--- src/rtl/serial_pkg.sv ---
// Shared types and constants for the serial frame transmitter.
// SERIAL_TX_PARITY_EN selects whether PARITY_EN reports an even-parity bit in the frame.
package serial_pkg;

  typedef enum logic [2:0] {
    ST_IDLE   = 3'd0,
    ST_START  = 3'd1,
    ST_DATA   = 3'd2,
    ST_PARITY = 3'd3,
    ST_STOP   = 3'd4
  } tx_state_e;

  localparam logic SO_IDLE   = 1'b1;
  localparam logic START_BIT = 1'b0;
  localparam logic STOP_BIT  = 1'b1;

`ifdef SERIAL_TX_PARITY_EN
  localparam bit PARITY_EN = 1'b1;
`else
  localparam bit PARITY_EN = 1'b0;
`endif

  // Clocks per frame: start + data + optional parity + stop.
  function automatic int frame_clks(input int data_w, input int clks_per_bit, input bit parity_en);
    return (data_w + 2 + (parity_en ? 1 : 0)) * clks_per_bit;
  endfunction

  // Even parity over a zero-extended data word.
  function automatic logic even_parity(input logic [31:0] data);
    return ^data;
  endfunction

endpackage

--- src/rtl/serial_bit_timer.sv ---
// Bit-period timer: counts CLKS_PER_BIT clocks while enabled and flags the
// last clock of each bit. Cleared on frame accept and on reset.
module serial_bit_timer
  import serial_pkg::*;
#(
  parameter int CLKS_PER_BIT = 4
) (
  input  logic clk,
  input  logic rst_n,
  input  logic clr_i,
  input  logic en_i,
  output logic bit_done_o
);

  localparam int CW = $clog2(CLKS_PER_BIT) + 1;
  localparam logic [CW-1:0] LAST_CNT = CW'(CLKS_PER_BIT - 1);

  logic [CW-1:0] cnt_q;
  logic [CW-1:0] cnt_d;
  logic          last_s;

  // Next count: restart on clear, wrap only at the end of a bit period.
  always_comb begin
    cnt_d  = cnt_q;
    last_s = (cnt_q == LAST_CNT);
    if (clr_i) begin
      cnt_d = '0;
    end else if (en_i) begin
      if (last_s) begin
        cnt_d = '0;
      end else begin
        cnt_d = cnt_q + CW'(1);
      end
    end else begin
      cnt_d = cnt_q;
    end
  end

  // Counter register with synchronous reset.
  always_ff @(posedge clk) begin
    if (!rst_n) begin
      cnt_q <= '0;
    end else begin
      cnt_q <= cnt_d;
    end
  end

  assign bit_done_o = en_i & last_s & ~clr_i;

endmodule

--- src/rtl/serial_tx.sv ---
// Parallel-to-serial frame transmitter: start bit, DATA_W bits LSB first, stop bit.
// Define SERIAL_TX_PARITY_EN to insert an even-parity bit before the stop bit.
module serial_tx
  import serial_pkg::*;
#(
  parameter int DATA_W       = 8,
  parameter int CLKS_PER_BIT = 4
) (
  input  logic              clk,
  input  logic              rst_n,
  input  logic [DATA_W-1:0] tx_data,
  input  logic              tx_valid,
  output logic              tx_ready,
  output logic              so,
  output logic              busy
);

  localparam int BCW = $clog2(DATA_W) + 1;
  localparam logic [BCW-1:0] LAST_BIT = BCW'(DATA_W - 1);

  tx_state_e         state_q, state_d;
  logic [DATA_W-1:0] shift_q, shift_d;
  logic [BCW-1:0]    bit_cnt_q, bit_cnt_d;
  logic              so_q, so_d;
  logic              busy_q, busy_d;
  logic              tx_ready_q, tx_ready_d;
  logic              accept_s;
  logic              bit_done_s;
`ifdef SERIAL_TX_PARITY_EN
  logic              parity_q, parity_d;
`endif

  assign accept_s = tx_valid & tx_ready_q;

  serial_bit_timer #(
    .CLKS_PER_BIT(CLKS_PER_BIT)
  ) u_bit_timer (
    .clk        (clk),
    .rst_n      (rst_n),
    .clr_i      (accept_s),
    .en_i       (busy_q),
    .bit_done_o (bit_done_s)
  );

  // Frame sequencing; all outputs are computed one cycle ahead and registered.
  always_comb begin
    state_d    = state_q;
    shift_d    = shift_q;
    bit_cnt_d  = bit_cnt_q;
    so_d       = so_q;
    busy_d     = busy_q;
    tx_ready_d = tx_ready_q;
`ifdef SERIAL_TX_PARITY_EN
    parity_d   = parity_q;
`endif
    case (state_q)
      ST_IDLE: begin
        so_d   = SO_IDLE;
        busy_d = 1'b0;
        if (accept_s) begin
          state_d    = ST_START;
          shift_d    = tx_data;
          bit_cnt_d  = '0;
          so_d       = START_BIT;
          busy_d     = 1'b1;
          tx_ready_d = 1'b0;
`ifdef SERIAL_TX_PARITY_EN
          parity_d   = even_parity(32'(tx_data));
`endif
        end else begin
          tx_ready_d = 1'b1;
        end
      end
      ST_START: begin
        if (bit_done_s) begin
          state_d   = ST_DATA;
          so_d      = shift_q[0];
          shift_d   = shift_q >> 1;
          bit_cnt_d = '0;
        end else begin
          so_d = START_BIT;
        end
      end
      ST_DATA: begin
        if (bit_done_s) begin
          if (bit_cnt_q == LAST_BIT) begin
`ifdef SERIAL_TX_PARITY_EN
            state_d = ST_PARITY;
            so_d    = parity_q;
`else
            state_d = ST_STOP;
            so_d    = STOP_BIT;
`endif
          end else begin
            so_d      = shift_q[0];
            shift_d   = shift_q >> 1;
            bit_cnt_d = bit_cnt_q + BCW'(1);
          end
        end else begin
          so_d = so_q;
        end
      end
`ifdef SERIAL_TX_PARITY_EN
      ST_PARITY: begin
        if (bit_done_s) begin
          state_d = ST_STOP;
          so_d    = STOP_BIT;
        end else begin
          so_d = so_q;
        end
      end
`endif
      ST_STOP: begin
        if (bit_done_s) begin
          state_d    = ST_IDLE;
          so_d       = SO_IDLE;
          busy_d     = 1'b0;
          tx_ready_d = 1'b1;
        end else begin
          so_d = STOP_BIT;
        end
      end
      default: begin
        // Unreachable encodings fall back to a safe idle line.
        state_d    = ST_IDLE;
        so_d       = SO_IDLE;
        busy_d     = 1'b0;
        tx_ready_d = 1'b0;
      end
    endcase
  end

  // State and output registers; reset aborts any frame in flight.
  always_ff @(posedge clk) begin
    if (!rst_n) begin
      state_q    <= ST_IDLE;
      shift_q    <= '0;
      bit_cnt_q  <= '0;
      so_q       <= SO_IDLE;
      busy_q     <= 1'b0;
      tx_ready_q <= 1'b0;
`ifdef SERIAL_TX_PARITY_EN
      parity_q   <= 1'b0;
`endif
    end else begin
      state_q    <= state_d;
      shift_q    <= shift_d;
      bit_cnt_q  <= bit_cnt_d;
      so_q       <= so_d;
      busy_q     <= busy_d;
      tx_ready_q <= tx_ready_d;
`ifdef SERIAL_TX_PARITY_EN
      parity_q   <= parity_d;
`endif
    end
  end

  assign tx_ready = tx_ready_q;
  assign so       = so_q;
  assign busy     = busy_q;

endmodule
--- config.mk ---
export PLATFORM = sky130hd
export DESIGN_NAME = serial_tx
export DESIGN_NICKNAME = d
export VERILOG_FILES = /design/src/rtl/serial_pkg.sv /design/src/rtl/serial_bit_timer.sv /design/src/rtl/serial_tx.sv
export SDC_FILE = /design/constraint.sdc
export NUM_CORES = 1
export LEC_CHECK = 0
export BUFFER_PORTS_ARGS = -buffer_cell sky130_fd_sc_hd__buf_2
export CELL_PAD_IN_SITES_DETAIL_PLACEMENT = 1
export CELL_PAD_IN_SITES_GLOBAL_PLACEMENT = 1
export CORE_MARGIN = 2
export CORE_UTILIZATION = 35
export DETAILED_ROUTE_END_ITERATION = 7
export PLACE_DENSITY_LB_ADDON = 0.1
export SYNTH_ARGS = -nofsm -noshare
export SYNTH_HDL_FRONTEND = slang
export SYNTH_HIERARCHICAL = 1
export SYNTH_SLANG_ARGS = --single-unit
export TNS_END_PERCENT = 10
--- constraint.sdc ---
create_clock -name clk -period 2 [get_ports clk]
set_input_delay 0.1 -clock clk [delete_from_list [all_inputs] [get_ports clk]]
set_output_delay 0.1 -clock clk [all_outputs]
set_load 0.02 [all_outputs]
==> impl.org <==
** Run status
- The run finished with clean final reports.

** Setup path
- In this run the register-to-register setup slack is 0.13 ns.
- The slowest stage of the critical path belongs to the cell or4_1.
- Critical path's largest stage delay :: 0.51 ns
- STA classifies the critical path startpoint as a register.
- Required time worst endpoint :: 2.24 ns
- CP bufs+invs :: 0
- The signal on the critical path passes through ha_1 > and3b_1 > a211o_1 > or4_1 > a21oi_1.
- The cell family contributing the most delay on the critical path is simple AND/OR/NAND/NOR gates.
- The setup path with the least slack is of type register to register.
- Critical Path Fanout Max :: 6
- Worst endpoint data arrival time :: 2.11 ns
- The worst setup path is captured at a register.

** Timing
- The number of slew-limit violations in the final report was 0.
- Rel. slew slack :: 72.6%
- Setup violations remaining at the end of the flow were counted as 0.
- Dividing the final minimum period by the clock period gives 93.5%.
- For the pin with the worst max-slew slack, the measured transition is 0.409 ns.
- Final setup skew :: 0.00558 ns
- The number of hold violations in the final report is 0.
- Setup repair after global routing left no endpoint under its margin.
- Across all setup checks in the final design, the least slack found is 0.130 ns.
- Sum of negative setup slack :: 0 ns
- The routed design could run at a clock period as short as 1.87 ns.
- Maximum clock rate :: 535 MHz

** Clock tree
- The clock reaches the later pin of the worst-skew pair after 0.30 ns.
- Number of buffers added to fix hold violations after cts :: 0
- Clock H-tree levels :: 1
- Count of cells resized by post-cts repair :: 0
- Once the clock tree was built, the setup fixing pass inserted 0 buffers.
- TritonCTS built the clock tree.
- Clk root buf :: clkbuf_4
- No sink is reached through more buffers than the 2 on the longest clock path.
- Reg clk slew, reported paths :: 0.12 ns
- Counting every sink on the clock net gives 21.
- Clock buffers created by TritonCTS :: 3

** Die
- Number of ports placed on the die boundary :: 14
- Die boundary height :: 60.4 um
- The floorplan step set the die width to 60.4 um.
- Total number of placement rows :: 20
- Floorplan core area :: 3030 um^2
- Effective utilization at floorplan :: 36.7%
- Die area :: 3650 um^2

** Synthesis
- Leading cell type by number of instances after synthesis :: dfxtp_1
- Yosys mapped the design onto 41 distinct sky130hd cell types.
- Summing every instance area after synthesis gives 1110 um^2.
- Top cell type by total area after synthesis :: dfxtp_1
- Synthesized-area fraction occupied by ao, oa, aoi and oai cells :: 23.8%
- Area share of the largest cell type after synthesis :: 37.8%
- Synth Area in XOR/XNOR :: 0.787%
- Mux contribution to synthesized area :: 9.11%
- Combinational family with the most area after synthesis :: compound AO/OA/AOI/OAI gates
- Most common library cells after synthesis :: dfxtp_1 (21), nor2_1 (10), mux2i_1 (9)
- Simple-gate area share of the yosys netlist :: 22.4%
- In the synthesized netlist the async set-or-reset flop fraction comes to 0%.
- The synthesized design contains 0 enable-type register cells.
- Share of synthesized cell area in full adder, half adder and majority cells :: 2.25%
- Gate count after technology mapping :: 123
- In the synthesized netlist the dominant register cell turns out to be dfxtp_1.
- By area the synthesized netlist is led by dfxtp_1 (38%), mux2i_1 (8.1%), o2bb2ai_1 (6.3%).
- The Yosys step of the flow raised 6 warnings.
- Mean area per synthesized cell :: 9.04 um^2
- The synthesized design contains 21 register bits.
- Number of nets in the synthesized netlist :: 136
- Fraction of the yosys area taken by sequential cells :: 37.8%

** Global routing
- Global route total overflow :: 0
- Entering global routing, the biggest net connects 14 pins.
- The number of global-route vias before repair came to 1,006.
- Initial antenna violation count :: 0
- First-pass GRT wire length :: 4.49 mm
- Across every metal layer, demand over resource in global routing totals 16.1%.

** Detailed routing
- Vias post-DR :: 982
- Drt pass-1 iters :: 4
- In the routed design, unresolved DRC markers number 0.
- Once detail routing completed, the nets flagged for antenna violations numbered 0.
- Dividing the detail-routed wire length by the instance count gives 14.0 um.
- Wires add up to 2.62 mm.
- Iteration-0 DRC count of the detailed router :: 30
- Per-cell via count in the routed design :: 5.25

** Pwr
- Clk pwr share :: 25.5%
- Across the VDD grid, the largest voltage drop is 0.235 mV.
- Per report_power, the sequential group accounts for 57.8% of the total.
- Leakage power summed over all cells :: 0.527 nW
- Net load switching power :: 0.217 mW
- Net switching is 27.4% of the power.
- Fraction of power consumed by combinational cells :: 16.7%
- For this design the ratio of total power to cell area is 612 nW/um^2.
- Cell internal power was estimated by the tool at 0.574 mW.

** Finish
- Post-route cell area :: 1290 um^2
- Layout net count :: 157
- Share of final-layout standard cells stronger than drive strength 1 :: 21.0%
- Relative area change from synthesis to final layout :: 16.2%
- Count of antenna diodes in the layout :: 0
- Filler Cell Count :: 369

** Placement
- Detailed placement finished with a half-perimeter wire length of 1.97 mm.
- Before CTS, the worst setup slack after placement is 0.107 ns.
- Buffers placed on the I/O ports in this run total 13.
- The placed instances occupy a cell area of 1260 um^2.
- Final estimated routing congestion in global placement :: 0.784

** Hold path
- Hold/Removal Path Class :: input pin to register

** Flow run
- Max capacitance violation total :: 0
==> worst paths after layout <==
kind / from / to / cells after the start
worst max-delay path: bit_cnt_q[0] / bit_cnt_q[3] / 5
worst min-delay path: tx_data[7] / shift_q[7] / 3
worst max register to register: bit_cnt_q[0] / bit_cnt_q[3] / 5
worst min register to register: shift_q[7] / shift_q[7] / 2
==> registers in the layout (all words and copies together), names as in the netlist <==
register / count
bit_cnt_q: 4
busy: 1
shift_q: 8
so: 1
state_q: 3
tx_ready: 1
u_bit_timer/cnt_q: 3
==> area by class of cell <==
type                            count  area (um^2)  area share, %
Multi-Input combinational cell     93          649           50.2
Sequential cell                    21          420           32.5
Timing Repair Buffer               21          125           9.68
Tap cell                           44         55.1           4.26
Clock buffer                        3         22.5           1.74
Inverter                            4         15.0           1.16
Clock inverter                      1         5.00          0.387
==> stage by stage <==
stage                     hold slack, ns  power (mW)  utilization [%]  instances
after global placement             0.364       0.595             41.8        183
after detailed placement           0.363       0.600             41.8        183
final                             0.0473       0.791             42.7        187
after floorplan                    0.250       0.555                -        123
after CTS                         0.0369       0.806             42.7        187
after global routing              0.0280       0.838             42.7        187
==> worst min-delay path, stage by stage <==
cell and delay, ns:
buf_2 0.09, nand2_1 0.05, o32ai_1 0.06
==> power groups by stage <==
stage               combinational, mW  clock (mW)  sequential, mW
floorplan                      0.0881           0           0.467
global placement                0.130           0           0.465
detailed placement              0.133           0           0.467
CTS                             0.134       0.215           0.458
global route                    0.148       0.229           0.461
finish                          0.132       0.202           0.457
==> cells by family (layout without fill, tap and decap cells) <==
family / Yosys count / in the layout
simple gates: 45 / 45
flops: 21 / 21
buf+inv: 9 / 29
fa+ha+maj: 2 / 2
xor+xnor: 1 / 1
compound gates: 35 / 35
mux: 10 / 10
==> layout by cell type (no fill, tap or decap), drive strengths merged, types with 3 or more instances in the layout <==
cell	Yosys	final
dfxtp	21	21
nand2b	5	5
buf	2	21
mux2i	9	9
o2bb2ai	8	8
a211oi	3	3
a21oi	8	8
nand3	4	4
nor3	6	6
inv	4	4
clkbuf	3	3
nand2	7	7
nor2	11	11
==> routing by layer <==
layer  track usage [%]  vias to the layer above  part of all wire [%]
met5                 0                        -                     0
met4              3.81                        0                  0.30
met3              1.92                        2                   2.9
met2              28.1                       11                    51
met1              21.2                      466                    45
li1                  -                      503                     -
Power figures use the tool's default switching activity.
